[config.mk]
export PLATFORM = sky130hd
export DESIGN_NAME = sram_march_bist
export DESIGN_NICKNAME = d
export VERILOG_FILES = /design/src/rtl/sram_bist_pkg.sv /design/src/rtl/sram_march_addr_gen.sv /design/src/rtl/sram_march_bist.sv
export SDC_FILE = /design/constraint.sdc
export NUM_CORES = 1
export LEC_CHECK = 0
export CORE_ASPECT_RATIO = 1.5
export CORE_MARGIN = 4
export CORE_UTILIZATION = 30
export CTS_CLUSTER_DIAMETER = 30
export DETAILED_ROUTE_END_ITERATION = 10
export HOLD_SLACK_MARGIN = 0.03
export PLACE_DENSITY = 0.47
export SLEW_MARGIN = 20
export SYNTH_ARGS = -nofsm -noshare
export SYNTH_HDL_FRONTEND = slang
export SYNTH_HIERARCHICAL = 1
export SYNTH_SLANG_ARGS = --single-unit
[constraint.sdc]
create_clock -name clk -period 3.6 [get_ports clk]
set_input_delay 0.36 -clock clk [delete_from_list [all_inputs] [get_ports clk]]
set_output_delay 0.36 -clock clk [all_outputs]
set_load 0.02 [all_outputs]
[src/rtl/sram_bist_pkg.sv]
// Shared definitions for the March C- SRAM BIST: FSM states and the per-element
// description of the test (direction, operations, read/write backgrounds).
package sram_bist_pkg;

  typedef enum logic [2:0] {
    ST_IDLE,
    ST_WR,
    ST_RD,
    ST_RD_WAIT,
    ST_DONE
  } state_t;

  localparam int         N_ELEM    = 6;
  localparam logic [2:0] LAST_ELEM = 3'(N_ELEM - 1);

  // Background bit, replicated across the data word by the user.
  localparam logic B0 = 1'b0;
  localparam logic B1 = 1'b1;

  // Bit e of each vector describes March element e (M0 is bit 0).
  localparam logic [N_ELEM-1:0] ELEM_DOWN    = 6'b111000;
  localparam logic [N_ELEM-1:0] ELEM_TWO_OPS = 6'b011110;
  localparam logic [N_ELEM-1:0] ELEM_OP0_WR  = 6'b000001;
  localparam logic [N_ELEM-1:0] ELEM_OP1_WR  = 6'b011110;
  localparam logic [N_ELEM-1:0] ELEM_RD_BG   = {B0, B1, B0, B1, B0, B0};
  localparam logic [N_ELEM-1:0] ELEM_WR_BG   = {B0, B0, B1, B0, B1, B0};

  function automatic logic elem_is_write(input logic [2:0] e, input logic op_idx);
    return op_idx ? ELEM_OP1_WR[e] : ELEM_OP0_WR[e];
  endfunction

endpackage

[src/rtl/sram_march_addr_gen.sv]
// Loadable up/down address counter; `last` flags the terminal address of the
// current sweep direction (all-ones going up, zero going down).
module sram_march_addr_gen #(
  parameter int AW = 4
) (
  input  logic          clk,
  input  logic          rst,
  input  logic          load,
  input  logic          load_down,
  input  logic          step,
  output logic [AW-1:0] addr,
  output logic          last
);

  logic down;

  always_ff @(posedge clk or posedge rst) begin
    if (rst) begin
      addr <= '0;
      down <= 1'b0;
    end else if (load) begin
      addr <= load_down ? '1 : '0;
      down <= load_down;
    end else if (step) begin
      addr <= down ? addr - AW'(1) : addr + AW'(1);
    end
  end

  assign last = down ? (addr == '0) : (addr == '1);

endmodule

[src/rtl/sram_march_bist.sv]
// March C- BIST controller for a small synchronous SRAM: sequences the six
// elements, compares read data against the background and reports first failure.
module sram_march_bist
  import sram_bist_pkg::*;
#(
  parameter int AW     = 4,
  parameter int DW     = 4,
  parameter int RD_LAT = 1
) (
  input  logic          clk,
  input  logic          rst,
  input  logic          start,
  output logic          busy,
  output logic          done,
  output logic          pass,
  output logic [2:0]    fail_elem,
  output logic [AW-1:0] fail_addr,
  output logic [DW-1:0] fail_exp,
  output logic [DW-1:0] fail_got,
  output logic          sram_rst,
  output logic          sram_wr,
  output logic [DW-1:0] sram_data,
  output logic [AW-1:0] sram_addr,
  input  logic [DW-1:0] sram_out
);

  localparam int CW = (RD_LAT > 1) ? $clog2(RD_LAT) : 1;

  state_t        state;
  logic [2:0]    elem;
  logic          op_idx;
  logic [CW-1:0] wait_cnt;

  logic          gen_load;
  logic          gen_load_down;
  logic          gen_step;
  logic          last;
  logic          wait_last;
  logic          mism;
  logic          adv;
  logic          finish;
  logic          nxt_op;
  logic          nxt_wr;
  logic [2:0]    nxt_elem;
  logic [DW-1:0] exp_data;

  assign sram_rst  = 1'b0;
  assign wait_last = (wait_cnt == CW'(RD_LAT - 1));
  assign exp_data  = {DW{ELEM_RD_BG[elem]}};
  assign mism      = (state == ST_RD_WAIT) && wait_last && (sram_out != exp_data);
  // adv: the current op is complete (or a test is being launched) and the
  // sequencer moves on to the next op, address or element.
  assign adv = ((state == ST_IDLE) && start) || (state == ST_WR) ||
               ((state == ST_RD_WAIT) && wait_last && !mism);

  sram_march_addr_gen #(.AW(AW)) u_addr_gen (
    .clk       (clk),
    .rst       (rst),
    .load      (gen_load),
    .load_down (gen_load_down),
    .step      (gen_step),
    .addr      (sram_addr),
    .last      (last)
  );

  always_comb begin
    nxt_elem      = elem;
    nxt_op        = 1'b0;
    finish        = 1'b0;
    gen_load      = 1'b0;
    gen_load_down = 1'b0;
    gen_step      = 1'b0;
    if (state == ST_IDLE) begin
      nxt_elem      = '0;
      gen_load      = start;
      gen_load_down = ELEM_DOWN[0];
    end else if (adv) begin
      if (!op_idx && ELEM_TWO_OPS[elem]) begin
        nxt_op = 1'b1;
      end else if (!last) begin
        gen_step = 1'b1;
      end else if (elem == LAST_ELEM) begin
        finish = 1'b1;
      end else begin
        nxt_elem      = elem + 3'd1;
        gen_load      = 1'b1;
        gen_load_down = ELEM_DOWN[nxt_elem];
      end
    end
    nxt_wr = elem_is_write(nxt_elem, nxt_op);
  end

  always_ff @(posedge clk or posedge rst) begin
    if (rst) begin
      state     <= ST_IDLE;
      elem      <= '0;
      op_idx    <= 1'b0;
      wait_cnt  <= '0;
      busy      <= 1'b0;
      done      <= 1'b0;
      pass      <= 1'b0;
      fail_elem <= '0;
      fail_addr <= '0;
      fail_exp  <= '0;
      fail_got  <= '0;
      sram_wr   <= 1'b0;
      sram_data <= '0;
    end else begin
      done <= 1'b0;
      if ((state == ST_IDLE) && start) begin
        busy      <= 1'b1;
        pass      <= 1'b0;
        fail_elem <= '0;
        fail_addr <= '0;
        fail_exp  <= '0;
        fail_got  <= '0;
      end
      if (mism) begin
        fail_elem <= elem;
        fail_addr <= sram_addr;
        fail_exp  <= exp_data;
        fail_got  <= sram_out;
        pass      <= 1'b0;
        busy      <= 1'b0;
        done      <= 1'b1;
        state     <= ST_DONE;
      end else if (adv && finish) begin
        pass    <= 1'b1;
        busy    <= 1'b0;
        done    <= 1'b1;
        sram_wr <= 1'b0;
        state   <= ST_DONE;
      end else if (adv) begin
        elem      <= nxt_elem;
        op_idx    <= nxt_op;
        state     <= nxt_wr ? ST_WR : ST_RD;
        sram_wr   <= nxt_wr;
        sram_data <= {DW{ELEM_WR_BG[nxt_elem]}};
      end else begin
        case (state)
          ST_RD: begin
            state    <= ST_RD_WAIT;
            wait_cnt <= '0;
          end
          ST_RD_WAIT: wait_cnt <= wait_cnt + CW'(1);
          ST_DONE:    state    <= ST_IDLE;
          default: ;
        endcase
      end
    end
  end

endmodule

## Word-level counts from Yosys, hierarchy flattened

Memory sizes are Yosys's and may differ from the RTL's. A register that Yosys moved wholly into a read port is not among the register bits.
Cells that the tools add are included.

| storage, ports and cells | value |
|---|---|
| register bits after elaboration | 32 |
| ROM bits | 48 |
| input port bits | 7 |
| output and inout port bits | 28 |
| logic and storage cells | 119 |
| memories kept | 6 |

Memories:

| name | depth | bits a word | rd ports | clocked after memory_dff | write ports | line | source |
|---|---|---|---|---|---|---|---|
| (name not given) | 8 | 1 | 1 | 1 | 0 | sram_march_bist.sv:138 | `sram_data <= {DW{ELEM_WR_BG[nxt_elem]}};` |
| (name not given) | 8 | 1 | 1 | 0 | 0 | sram_bist_pkg.sv:29 | `return op_idx ? ELEM_OP1_WR[e] : ELEM_OP0_WR[e];` |
| (name not given) | 8 | 1 | 1 | 0 | 0 | sram_bist_pkg.sv:29 |  |
| (name not given) | 8 | 1 | 1 | 0 | 0 | sram_march_bist.sv:87 | `gen_load_down = ELEM_DOWN[nxt_elem];` |
| (name not given) | 8 | 1 | 1 | 0 | 0 | sram_march_bist.sv:78 | `if (!op_idx && ELEM_TWO_OPS[elem]) begin` |
| (name not given) | 8 | 1 | 1 | 0 | 0 | sram_march_bist.sv:49 | `assign exp_data = {DW{ELEM_RD_BG[elem]}};` |

| operators by class | value |
|---|---|
| add/sub/neg operators | 4 |
| magnitude comparators | 3 |
| equal/unequal tests | 7 |
| multiplexer cells | 60 |
| bitwise operators | 4 |
| reduce and logical (&&, ||, !) cells | 21 |

Operators by type and width:

| kind | count |
|---|---|
| 1-bit two-way mux | 39 |
| 4-bit two-way mux | 8 |
| 3-bit two-way mux | 10 |
| 3-bit by 4-bit < comparator with 1-bit output, second input constant | 3 |
| 2-bit nonzero test | 4 |
| 3-bit by 2-bit equality test with 1-bit output, second input constant | 2 |
| 3-bit equality test, second input constant | 2 |
| 1-bit logical AND | 6 |
| 3-bit one-hot mux with 2 select lines | 1 |
| 5-bit nonzero test | 1 |
| 4-bit by 1-bit adder with 4-bit output, second input constant | 1 |
| 4-bit equality test, second input constant | 1 |
| 4-bit logical NOT | 1 |
| 4-bit inequality test | 1 |
| 1-bit NOT | 4 |
| 4-bit AND reduction | 1 |
| 4-bit by 1-bit subtractor with 4-bit output, second input constant | 1 |
| 3-bit by 1-bit adder with 3-bit output, second input constant | 1 |
| 3-bit by 1-bit equality test with 1-bit output, second input constant | 1 |
| 3-bit logical NOT | 1 |
| 3-bit AND reduction | 1 |
| 3-bit nonzero test | 1 |
| 1-bit logical NOT | 2 |
| 1-bit logical OR | 2 |
| 4 further kinds | 4 |

## Longest topological paths before layout

Gate-level depths: netlist (run 1).

| logic depth | value |
|---|---|
| depth in word-level cells | 16 |
| mapped depth | 13 |
| gate-level depth less buffers | 12 |

## Modules after synthesis

The synthesis (run 1) kept the hierarchy.

Modules (own cells, without submodules):

| module | instances | cells each | area an instance (um2) | seq. area each (um2) |
|---|---|---|---|---|
| sram_march_bist | 1 | 150 | 1372.6 | 625.6 |
| sram_march_addr_gen | 1 | 41 | 374.1 | 125.1 |

## Least setup slack after synthesis (run 1)

Ideal clock, no wire load.

| path | value |
|---|---|
| kind | reg-to-reg |
| start | register u_addr_gen.addr[1] |
| end | register u_addr_gen.addr[3] |
| setup time | 86 ps |
| data arrival time | 2696 ps |
| data required time | 3514 ps |
| setup slack | 818 ps |
| stages on the path, launching flop included | 11 |
| path buffers | 1 |
| clock period less this slack | 2782 ps |
| cell sequence | dfrtp_1 or4_1 o21ai_1 nand2_1 a2111oi_4 nor2_1 nor2_1 buf_4 and4bb_2 a2bb2oi_1 nor3_1 |

| on the way | value |
|---|---|
| elaborated cells between the ends (all ways) | 22 |
| those cells by class | 2 x add/sub; 1 x eq/ne; 17 x mux; 2 x reduce/logical |

RTL lines:

| what | line | source |
|---|---|---|
| start: declaration | sram_march_addr_gen.sv:11 | `output logic [AW-1:0] addr,` |
| start signal: assignment | sram_march_addr_gen.sv:22 | `addr <= load_down ? '1 : '0;` |
| start signal: assignment | sram_march_addr_gen.sv:25 | `addr <= down ? addr - AW'(1) : addr + AW'(1);` |
| 4-bit equality test or 4-bit logical NOT (tied branches) | sram_march_addr_gen.sv:29 | `assign last = down ? (addr == '0) : (addr == '1);` |
| 1-bit two-way mux (*) | sram_march_addr_gen.sv:29 |  |
| named net last | sram_march_bist.sv:37 | `logic last;` |
| 1-bit two-way mux (*) | sram_march_bist.sv:80 | `end else if (!last) begin` |
| 1-bit two-way mux (*) | sram_march_bist.sv:78 |  |
| 1-bit two-way mux (*) | sram_march_bist.sv:77 | `end else if (adv) begin` |
| 1-bit two-way mux (*) | sram_march_bist.sv:73 | `if (state == ST_IDLE) begin` |
| named net gen_load | sram_march_bist.sv:34 | `logic gen_load;` |
| 4-bit two-way mux or 2-bit nonzero test (tied branches) | - |  |

The timed path passes the listed nets; every way through them passes the cells marked *. The select of a mux whose other input is x is not followed.
A chain may end at the register's enable or synchronous reset.

## Worst setup path in the final report (run 1)

| path | value |
|---|---|
| start | register u_addr_gen.down |
| end | register u_addr_gen.addr[3] |

| on the way | value |
|---|---|
| elaborated cells between the ends (all ways) | 18 |
| those cells by class | 17 x mux; 1 x reduce/logical |

RTL lines:

| what | line | source |
|---|---|---|
| start: declaration | sram_march_addr_gen.sv:15 | `logic down;` |
| start signal: assignment | sram_march_addr_gen.sv:23 | `down <= load_down;` |
| 1-bit two-way mux (*) | sram_march_addr_gen.sv:29 |  |
| named net last | sram_march_bist.sv:37 |  |
| 1-bit two-way mux (*) | sram_march_bist.sv:80 |  |
| 1-bit two-way mux (*) | sram_march_bist.sv:78 |  |
| 1-bit two-way mux (*) | sram_march_bist.sv:77 |  |
| 1-bit two-way mux (*) | sram_march_bist.sv:73 |  |
| named net gen_load | sram_march_bist.sv:34 |  |
| 4-bit two-way mux or 2-bit nonzero test (tied branches) | - |  |

Marks and branches as above.

==> results of run 1 <==
==> worst register-to-register path, cell delays in order (launching register included) <==
cell and delay (ns):
sky130_fd_sc_hd__dfrtp_1 0.46, sky130_fd_sc_hd__inv_2 0.09, sky130_fd_sc_hd__or4_1 0.50, sky130_fd_sc_hd__o21ai_1 0.23
sky130_fd_sc_hd__nand2_1 0.17, sky130_fd_sc_hd__a2111oi_4 0.46, sky130_fd_sc_hd__nor2_1 0.10, sky130_fd_sc_hd__nor2_1 0.51
sky130_fd_sc_hd__and4bb_2 0.31, sky130_fd_sc_hd__a2bb2oi_1 0.14, sky130_fd_sc_hd__nor3_1 0.17
==> placed cells by master (no fill, tap or decap), drive strengths merged, types with 3 or more instances in the layout <==
cell type      instances
inv                   10
nor3                   5
nand3                  6
dfrtp                 30
a21oi                  6
xor2                   3
clkinv                 3
nand2                 37
nor2                   8
or3                    4
clkdlybuf4s50         33
o21a                   4
buf                    6
and2                   4
nand2b                 3
clkbuf                 5
ha                     6
o21ai                 21
==> cells by family (layout without fill, tap and decap cells) <==
family / Yosys count / in the layout / share of synthesized area
XOR/XNOR: 4 / 4 / 0.02006
adder cells (fa/ha/maj): 7 / 7 / 0.05444
AND/OR/NAND/NOR: 78 / 78 / 0.2314
AO/OA/AOI/OAI: 47 / 47 / 0.1927
buffers and inverters: 24 / 58 / 0.06948
other: 1 / 1 / 0.002147
flip-flops: 30 / 30 / 0.4298
==> final cells by class <==
type / instances / area (µm²) / share of cell area
Clock inverter: 3 / 40.04 / 0.01785
Inverter: 11 / 41.29 / 0.01840
Sequential cell: 30 / 750.7 / 0.3346
Clock buffer: 5 / 68.82 / 0.03067
Multi-Input combinational cell: 137 / 879.6 / 0.3921
Timing Repair Buffer: 39 / 375.4 / 0.1673
Tap cell: 70 / 87.58 / 0.03904
==> metrics by stage <==
step           cells  power, mW
2_1_floorplan    191      1.427
3_3_place_gp     287      1.851
3_5_place_dp     287      1.862
4_1_cts          295      2.202
5_1_grt          295      2.357
6_report         295      2.179
==> sequential cells by signal, indices dropped and copies added (netlist names) <==
signal / cells
sram_data: 1
pass: 1
fail_got: 4
u_addr_gen/down: 1
wait_cnt: 1
state: 3
fail_elem: 3
fail_addr: 4
fail_exp: 1
sram_wr: 1
op_idx: 1
elem: 3
u_addr_gen/addr: 4
done: 1
busy: 1
==> report_power, final <==
| group | switching [mW] | leakage [nW] | total [mW] | internal, mW |
|---|---|---|---|---|
| Sequential | 0.150 | 0.386 | 0.631 | 0.481 |
| Combinational | 0.670 | 0.487 | 1.22 | 0.548 |
| Clock | 0.127 | 0.0579 | 0.330 | 0.203 |
==> worst max path at each step <==
stage	start	endpoint	cells past startpoint
6_report	u_addr_gen/down	u_addr_gen/addr[3]	10
5_1_grt	u_addr_gen/down	u_addr_gen/addr[3]	10
4_1_cts	u_addr_gen/down	u_addr_gen/addr[3]	10
3_5_place_dp	sram_out[0]	u_addr_gen/addr[3]	10
3_3_place_gp	sram_out[0]	u_addr_gen/addr[3]	10
2_1_floorplan	u_addr_gen/addr[1]	u_addr_gen/addr[3]	10
==> metal layers <==
| metal | track usage | part of all wire |
|---|---|---|
| met1 | 0.1300 | 0.41 |
| met5 | 0 | 0 |
| met2 | 0.2251 | 0.53 |
| met4 | 0.07080 | 0.031 |
| met3 | 0.02185 | 0.032 |
==> tab_implementation.tex, run 1 <==
\begin{tabular}{lr}
\hline
Metric & Value \\
\hline
\multicolumn{2}{l}{\textbf{Timing}} \\
\quad Number of max-slew violations in the final report & 0 \\
\quad Skew final & about 0.0095 ns \\
\quad Maximum clock frequency & 310.7 MHz \\
\quad Final hold slack & 0.3240 ns \\
\quad Actual transition at the worst max-transition pin & 0.9379 ns \\
\quad Share of the cycle needed by the critical path after routing & 0.8939 \\
\quad Number of hold violations in the final report & 0 \\
\quad Max-slew headroom & 0.3709 \\
\quad Setup violations, final & 0 \\
\quad Post-layout min period & about 3.2 ns \\
\quad Final Worst Setup Slack & about 0.38 ns \\
\quad Fin Setup TNS & 0 ns \\
\quad Unrepaired setup endpoints after global routing & no \\
\multicolumn{2}{l}{\textbf{Setup path}} \\
\quad Largest fanout of any net on the critical path & 13 \\
\quad Endpoint kind of the worst setup timing path & flop \\
\quad Worst Path Arrival & approximately 3.4 ns \\
\quad Startpoint type of the worst setup path & flop \\
\quad Required time worst endpoint & 3.79 ns \\
\quad Worst Setup Path Type & reg2reg \\
\quad Slowest cell delay on critical path & 0.51 ns \\
\quad Number of buffer and inverter stages on the critical path & 1 \\
\quad Slowest stage cell, crit path & sky130\_fd\_sc\_hd\_\_nor2\_1 \\
\quad Path depth of the worst reg2reg path & 10 \\
\quad Endpoint of the worst register-to-register path & u\_addr\_gen/addr[3] \\
\quad Worst path top cell family by delay & simple AND/OR/NAND/NOR gates \\
\quad Flop-to-flop setup slack & 0.38 ns \\
\quad Critical Path Most Common Cell & sky130\_fd\_sc\_hd\_\_nor2\_1 \\
\quad Worst R2R Start & u\_addr\_gen/down \\
\quad Cell-by-cell listing of the critical path & inv\_2, or4\_1, o21ai\_1, nand2\_1, a2111oi\_4, nor2\_1, nor2\_1, and4bb\_2, a2bb2oi\_1, nor3\_1 \\
\multicolumn{2}{l}{\textbf{Clock tree}} \\
\quad Clock slew at reported path FFs & 0.07 ns \\
\quad Clock buffers created by TritonCTS & 5 \\
\quad Hold-fix buffer count after cts & 0 \\
\quad Clock insertion delay at the later pin of the skew report & between 0.2 and 0.3 ns \\
\quad Number of clock sinks & 30 \\
\quad Cells resized by post-CTS repair & 0 \\
\quad Buffer depth of the longest clock path & 2 \\
\quad Number of buffers inserted to repair setup after CTS & 0 \\
\quad Clock Root Buffer & sky130\_fd\_sc\_hd\_\_clkbuf\_8 \\
\quad TritonCTS clock tree & yes \\
\quad Total number of H-tree levels & 2 \\
\multicolumn{2}{l}{\textbf{Die}} \\
\quad Number of ports placed on the die boundary & 35 \\
\quad Die boundary height & slightly above 100 µm \\
\quad Core area & between 5000 and 6000 µm² \\
\quad Die X-Extent & between 70 and 80 µm \\
\quad Overall die area & 7132 µm² \\
\quad Effective utilization at floorplan & 0.3134 \\
\quad Number of standard-cell rows in the floorplan & 33 \\
\multicolumn{2}{l}{\textbf{Finish}} \\
\quad Util after Layout & 0.4025 \\
\quad \# diodes & 0 \\
\quad Post-layout instance area & 2243 µm² \\
\quad Filler cell count in the final layout & 572 \\
\quad Share of final-layout standard cells stronger than drive strength 1 & 0.1067 \\
\quad Count of nets after finishing & about 240 \\
\quad Synth-to-layout area growth & 28.44\% \\
\multicolumn{2}{l}{\textbf{Placement}} \\
\quad Port Buf Inserts & 33 \\
\quad Routability Congestion & approximately 0.85 \\
\quad DP Worst Slack & slightly above 0.3 ns \\
\quad HPWL Detailed & about 3200 µm \\
\quad Area after DPL & approximately 2100 µm² \\
\multicolumn{2}{l}{\textbf{Yosys}} \\
\quad Most used flip-flop cell after synthesis & sky130\_fd\_sc\_hd\_\_dfrtp\_1 \\
\quad Yosys cell types & 50 \\
\quad Syn Nets & roughly 210 \\
\quad Post-synthesis sequential area ratio & 0.4298 \\
\quad Synth cell count leaders & sky130\_fd\_sc\_hd\_\_nand2\_1, sky130\_fd\_sc\_hd\_\_dfrtp\_1, sky130\_fd\_sc\_hd\_\_o21ai\_0 \\
\quad Post-synth ARST share & 1.000 \\
\quad \#FFs+latches synth & 30 \\
\quad Number of standard cells after synthesis & about 190 \\
\quad Most used standard cell by instance count after synthesis & sky130\_fd\_sc\_hd\_\_nand2\_1 \\
\quad Summed instance area of the synthesized netlist & between 1500 and 2000 µm² \\
\quad Share of the synthesized area in the top cell type & 0.4298 \\
\quad Avg Synthesized Cell Area & 9.145 µm² \\
\quad Top area cells in the synthesized netlist & sky130\_fd\_sc\_hd\_\_dfrtp\_1, sky130\_fd\_sc\_hd\_\_nand2\_1, sky130\_fd\_sc\_hd\_\_o21ai\_0 \\
\quad Number of warnings printed during yosys synthesis & 6 \\
\quad Post-synth EDFFs & 0 \\
\quad Cell taking the most area after synthesis & sky130\_fd\_sc\_hd\_\_dfrtp\_1 \\
\multicolumn{2}{l}{\textbf{Power}} \\
\quad Total power density per cell area & approximately 970 nW/µm² \\
\quad Peak supply drop & 0.0003718 V \\
\quad Leak pwr & between 0.9 and 1 nW \\
\multicolumn{2}{l}{\textbf{Routing}} \\
\quad Number of antenna-violating nets in the routed design & 0 \\
\quad Drt pass-1 iters & 4 \\
\quad Wirelength per Cell & between 10 and 15 µm \\
\quad Number of DRC markers after the initial detailed-route iteration & 55 \\
\quad Detailed Route WL & a little over 4000 µm \\
\quad Per-cell via count in the routed design & 4.936 \\
\quad Count of vias placed by the detailed router & between 1000 and 1500 \\
\quad DR DRC count & 0 \\
\multicolumn{2}{l}{\textbf{Worst hold path}} \\
\quad Worst min-delay path category & in2async \\
\multicolumn{2}{l}{\textbf{GRT}} \\
\quad Aggregate global-route resource usage & 0.1225 \\
\quad Overflow left after global routing & 0 \\
\quad Largest net degree at the start of global routing & 26 \\
\quad Global-route wire length before repair & a little under 7000 µm \\
\quad Number of global-route vias before repair & 1495 \\
\quad Number of antenna violations at the first check in global routing & 0 \\
\multicolumn{2}{l}{\textbf{Run}} \\
\quad Maxcap violations & 0 \\
\multicolumn{2}{l}{\textbf{Run status}} \\
\quad Result of the run & finished, final reports clean \\
\hline
\end{tabular}
Power figures use the tool's default switching activity.
==> run 2, diff against run 1 <==
- CTS_CLUSTER_SIZE: unset -> 40
==> results of run 2 <==
Final layout, timing and power as in run 1 (identical DEF).
==> run 3, diff against run 2 <==
- clock period: 3.6 -> 3.7 ns (I/O delays scaled with it)
==> run 3 against run 2 <==
Effect of this change:
- sequential cell count is the same
- sequential share of layout area shrank 0.39 points
- non-clock buffer count decreased by 1
- register-to-register slack better by 0.15 ns
- global-route usage grew 0.16 points
- final cell count fell by 0.34%
==> tab_implementation.tex, run 3 (synthesized netlist as in run 1, its figures left out) <==
\begin{tabular}{lr}
\hline
Metric & Value \\
\hline
\multicolumn{2}{l}{\textbf{Run status}} \\
\quad Result of the run & finished, final reports clean (unchanged) \\
\multicolumn{2}{l}{\textbf{Routing}} \\
\quad Number of antenna-violating nets in the routed design & 0 (unchanged) \\
\quad Detailed Route WL & 4142 µm (was 4106 µm) \\
\quad Wirelength per Cell & 14.09 µm (was 13.92 µm) \\
\quad Per-cell via count in the routed design & 4.925 (was 4.936) \\
\quad Number of DRC markers after the initial detailed-route iteration & 71 (was 55) \\
\quad Count of vias placed by the detailed router & 1448 (was 1456) \\
\quad Drt pass-1 iters & 4 (unchanged) \\
\quad DR DRC count & 0 (unchanged) \\
\multicolumn{2}{l}{\textbf{Placement}} \\
\quad Port Buf Inserts & 33 (unchanged) \\
\quad Routability Congestion & 0.8533 (was 0.8480) \\
\quad HPWL Detailed & 3236 µm (was 3179 µm) \\
\quad Area after DPL & 2127 µm² (was 2135 µm²) \\
\quad DP Worst Slack & 0.5054 ns (was 0.3092 ns) \\
\multicolumn{2}{l}{\textbf{Power}} \\
\quad Peak supply drop & 0.0004824 V (was 0.0003718 V) \\
\quad Leak pwr & 0.9416 nW (was 0.9307 nW) \\
\quad Total power density per cell area & 965.7 nW/µm² (was 971.3 nW/µm²) \\
\multicolumn{2}{l}{\textbf{Clock tree}} \\
\quad Clock insertion delay at the later pin of the skew report & 0.28 ns (about the same) \\
\quad Total number of H-tree levels & 2 (unchanged) \\
\quad Number of clock sinks & 30 (unchanged) \\
\quad Buffer depth of the longest clock path & 2 (unchanged) \\
\quad Number of buffers inserted to repair setup after CTS & 0 (unchanged) \\
\quad Clock slew at reported path FFs & 0.07 ns (about the same) \\
\quad Cells resized by post-CTS repair & 0 (unchanged) \\
\quad Clock buffers created by TritonCTS & 5 (unchanged) \\
\quad TritonCTS clock tree & yes (unchanged) \\
\quad Clock Root Buffer & sky130\_fd\_sc\_hd\_\_clkbuf\_8 (unchanged) \\
\quad Hold-fix buffer count after cts & 0 (unchanged) \\
\multicolumn{2}{l}{\textbf{Timing}} \\
\quad Max-slew headroom & 0.5973 (was 0.3709) \\
\quad Setup violations, final & 0 (unchanged) \\
\quad Maximum clock frequency & 316.1 MHz (was 310.7 MHz) \\
\quad Number of max-slew violations in the final report & 0 (unchanged) \\
\quad Skew final & 0.006913 ns (was 0.009477 ns) \\
\quad Number of hold violations in the final report & 0 (unchanged) \\
\quad Share of the cycle needed by the critical path after routing & 0.8551 (was 0.8939) \\
\quad Fin Setup TNS & 0 ns (unchanged) \\
\quad Final Worst Setup Slack & 0.5363 ns (was 0.3820 ns) \\
\quad Actual transition at the worst max-transition pin & 0.5889 ns (was 0.9379 ns) \\
\quad Unrepaired setup endpoints after global routing & no (unchanged) \\
\quad Post-layout min period & 3.164 ns (was 3.218 ns) \\
\multicolumn{2}{l}{\textbf{Finish}} \\
\quad Filler cell count in the final layout & 563 (was 572) \\
\quad Post-layout instance area & 2270 µm² (was 2243 µm²) \\
\quad Leading cell type in the layout, fill and taps excluded & sky130\_fd\_sc\_hd\_\_nand2\_1 (unchanged) \\
\quad Top library cells by usage in the layout, fill and taps aside & sky130\_fd\_sc\_hd\_\_nand2\_1, sky130\_fd\_sc\_hd\_\_clkdlybuf4s50\_1, sky130\_fd\_sc\_hd\_\_dfrtp\_1, sky130\_fd\_sc\_hd\_\_o21ai\_0, sky130\_fd\_sc\_hd\_\_inv\_1 (unchanged) \\
\quad Leading registers by flop count & fail\_addr: 4 flops, fail\_got: 4 flops, u\_addr\_gen/addr: 4 flops (unchanged) \\
\quad Synth-to-layout area growth & 29.94\% (was 28.44\%) \\
\quad Count of nets after finishing & 237 (was 238) \\
\quad Share of final-layout standard cells stronger than drive strength 1 & 0.1071 (was 0.1067) \\
\quad \# diodes & 0 (unchanged) \\
\multicolumn{2}{l}{\textbf{Die}} \\
\quad Core area & 5574 µm² (unchanged) \\
\quad Number of standard-cell rows in the floorplan & 33 (unchanged) \\
\quad Overall die area & 7132 µm² (unchanged) \\
\quad Number of ports placed on the die boundary & 35 (unchanged) \\
\quad Die boundary height & 101.5 µm (unchanged) \\
\quad Effective utilization at floorplan & 0.3134 (unchanged) \\
\quad Die X-Extent & 70.30 µm (unchanged) \\
\multicolumn{2}{l}{\textbf{GRT}} \\
\quad Global-route wire length before repair & 7127 µm (was 6879 µm) \\
\quad Number of global-route vias before repair & 1557 (was 1495) \\
\quad Number of antenna violations at the first check in global routing & 0 (unchanged) \\
\quad Largest net degree at the start of global routing & 26 (unchanged) \\
\quad Aggregate global-route resource usage & 0.1241 (was 0.1225) \\
\quad Overflow left after global routing & 0 (unchanged) \\
\multicolumn{2}{l}{\textbf{Setup path}} \\
\quad Endpoint kind of the worst setup timing path & flop (unchanged) \\
\quad Largest fanout of any net on the critical path & 7 (was 13) \\
\quad Required time worst endpoint & 3.86 ns (was 3.79 ns) \\
\quad Worst Setup Path Type & reg2reg (unchanged) \\
\quad Worst Path Arrival & 3.33 ns (was 3.41 ns) \\
\quad Startpoint type of the worst setup path & flop (unchanged) \\
\multicolumn{2}{l}{\textbf{Worst hold path}} \\
\quad Worst min-delay path category & in2async (unchanged) \\
\multicolumn{2}{l}{\textbf{Run}} \\
\quad Maxcap violations & 0 (unchanged) \\
\hline
\end{tabular}
[run 3: per-layer routing]
metal	wire [µm]	GRT usage	share of wire	up-vias
met3	124	0.01887	0.030	5
met1	1692	0.1298	0.41	692
li1	-	-	-	720
met5	0	0	0	-
met4	83	0.06342	0.020	0
met2	2242	0.2367	0.54	31
[run 3: report_power, final]
group	total, mW	leakage (nW)	switching [mW]	internal (mW)
logic	1.15	0.484	0.629	0.520
clock network	0.413	0.0714	0.126	0.287
registers	0.629	0.386	0.161	0.468
total	2.19	0.942	0.917	1.28
[run 3: per-stage QoR]
stage	total power [mW]	std cells	utilization	hold WS [ns]
after global routing	2.364	294	0.4072	0.3530
after detailed placement	1.794	286	0.3816	0.4959
after global placement	1.786	286	0.3816	0.4779
after floorplan	1.388	191	-	0.1485
after CTS	2.219	294	0.4072	0.3201
final	2.192	294	0.4072	0.3398
[run 3: path summary, 6_finish.rpt]
check                           cells after the start  slack (ns)       startpoint            endpoint
worst max-delay path                               10        0.54  u_addr_gen/down  u_addr_gen/addr[3]
min in group clk                                    2        0.50             busy                busy
worst min-delay path                                2        0.34              rst  u_addr_gen/addr[1]
worst max register to register                     10        0.54  u_addr_gen/down  u_addr_gen/addr[3]
worst min register to register                      2        0.50             busy                busy
max in group asynchronous                           2        2.84              rst                pass
[run 3: cell type report]
| class | instances | area (µm²) | area share |
|---|---|---|---|
| clock buffers | 6 | 82.58 | 0.03638 |
| clock inverters | 2 | 60.06 | 0.02646 |
| well taps | 70 | 87.58 | 0.03859 |
| flip-flops and latches | 30 | 750.7 | 0.3308 |
| multi-input cells | 137 | 879.6 | 0.3875 |
| inverters | 11 | 41.29 | 0.01819 |
| repair buffers | 38 | 367.9 | 0.1621 |
[run 3: worst max-delay path, stage by stage, from the launching register on]
cell                       delay (ns)
sky130_fd_sc_hd__dfrtp_1         0.49
sky130_fd_sc_hd__inv_2           0.09
sky130_fd_sc_hd__or4_1           0.50
sky130_fd_sc_hd__o21ai_1         0.27
sky130_fd_sc_hd__nand2_1         0.18
sky130_fd_sc_hd__or3_1           0.46
sky130_fd_sc_hd__nand2_1         0.19
sky130_fd_sc_hd__nor2_1          0.14
sky130_fd_sc_hd__or3_1           0.36
sky130_fd_sc_hd__a221oi_1        0.28
sky130_fd_sc_hd__nor3_1          0.10
==> RTL change, RTL diff (flow settings as in run 1) <==
Encoding of `state_t`: now Gray code (3 bits for 5 states).
--- a/src/rtl/sram_bist_pkg.sv
+++ b/src/rtl/sram_bist_pkg.sv
@@ -3,11 +3,11 @@
 package sram_bist_pkg;
 
   typedef enum logic [2:0] {
-    ST_IDLE,
-    ST_WR,
-    ST_RD,
-    ST_RD_WAIT,
-    ST_DONE
+    ST_IDLE    = 3'b000,
+    ST_WR      = 3'b001,
+    ST_RD      = 3'b011,
+    ST_RD_WAIT = 3'b010,
+    ST_DONE    = 3'b110
   } state_t;
 
   localparam int         N_ELEM    = 6;
Function: no difference found for any inputs over 10 cycles, from zero or initial values and one cycle with rst high; not proved beyond that.
==> RTL change against run 1 <==
  * Routed wire length is 8.3% higher
  * Design area decreased by 1.1%
  * Critical path depth is the same
  * Power down 5.2%
  * Maximum frequency shrank 0.14%
  * Cell count increased by 2.0%
  * Die area rose by 1.4%
  * Combinational power decreased by 5%
  * Hold slack better by 0.0059 ns
  * Utilization down 1.9 points
  * Worst setup slack got worse by 0.0046 ns
  * Area after synthesis rose by 1.6%
  * Sequential cell count did not move
==> RTL change: results (changes against run 1) <==
| Metric | Value |
|---|---|
| Status | `completed` |
| Synthesized netlist cell count | `200 (+4.7%)` |
| Minimum hold slack | `0.3299 ns (+0.005893 ns)` |
| Combinational group share of total power | `56.0% (about the same)` |
| Met3 wire length | `192 um (+45%)` |
| Nets@finish | `242 (+1.7%)` |
| Final design area excluding fillers | `2218 um^2 (-1.1%)` |
| # fillers | `629 (+10%)` |
| Sequential cell area share | `33.84% (+0.38 points)` |
| DR vias/cell | `4.987 (+1.0%)` |
| Pre-CTS worst setup slack | `0.3827 ns (+0.07348 ns)` |
| Area of the multi-input gates | `895.9 um^2 (+1.8%)` |
| Post-synth ARST share | `100.0% (unchanged)` |
| Placed Area | `2123 um^2 (-0.53%)` |
| Non-clk buf share | `15.91% (-0.83 points)` |
| CP Max Fanout | `12 (-1)` |
| Met1 global-route usage | `14.68% (+1.7 points)` |
| Arrival time worst endpoint | `3.38 ns (-0.03 ns)` |
| Layout Utilization | `38.34% (-1.9 points)` |
| Seq pwr | `0.000626 W (-0.8%)` |
| Top cells by area in the synthesized netlist | `dfrtp_1 42%, nand2_1 8.3%, o21ai_0 5.6%` |
| Placed Cells | `293 (+2.1%)` |
| Routed wl met2 | `2383 um (+10%)` |
| Final std cells w/o fill | `301 (+2.0%)` |
| HPWL Detailed | `3336 um (+4.9%)` |
| GPL Wtd Cong | `0.8548 (+0.80%)` |
| Clk_buf instances | `6 (+1)` |
| Post-Syn Nets | `214 (+4.4%)` |
| First-pass GRT wire length | `7686 um (+12%)` |
| Cell variety after synth | `47 (-6.0%)` |
| Largest net degree at the start of global routing | `28 (+7.7%)` |
| Leakage | `0.9432 nW (+1.3%)` |
| Skew final | `0.004322 ns (-0.005155 ns)` |
| CP max stage cell | `or4_1` |
| Met2 usage | `24.30% (+1.8 points)` |
| Detailed Route Iter0 Violations | `85 (+55%)` |
| GRT Total Usage | `13.39% (+1.1 points)` |
| Met3 usage in global routing | `2.756% (+0.57 points)` |
| Power Internal | `0.001143 W (-7.3%)` |
| Register area share after synthesis | `42.31% (-0.67 points)` |
| Clock network share of area | `4.287% (-0.57 points)` |
| Final WL | `4446 um (+8.3%)` |
| Multi-input gates | `146 (+6.6%)` |
[RTL change: worst max path at each step]
stage / depth (start not counted) / startpoint / end / slack (ns)
floorplan: 10 / u_addr_gen/addr[1] / u_addr_gen/addr[3] / 0.79
global placement: 10 / u_addr_gen/down / u_addr_gen/addr[3] / 0.45
detailed placement: 10 / u_addr_gen/down / u_addr_gen/addr[3] / 0.38
CTS: 10 / u_addr_gen/down / u_addr_gen/addr[3] / 0.36
global route: 10 / u_addr_gen/down / u_addr_gen/addr[3] / 0.09
finish: 10 / u_addr_gen/down / u_addr_gen/addr[3] / 0.38
[RTL change: cells by family after synthesis]
group	Yosys count	synth area share [%]
XOR/XNOR	5	2.469
AND/OR/NAND/NOR	83	23.06
AO/OA/AOI/OAI	49	18.83
other	1	0.2114
flip-flops	30	42.31
adder cells (fa/ha/maj)	7	5.360
multiplexers	1	0.5642
buffers and inverters	24	7.193
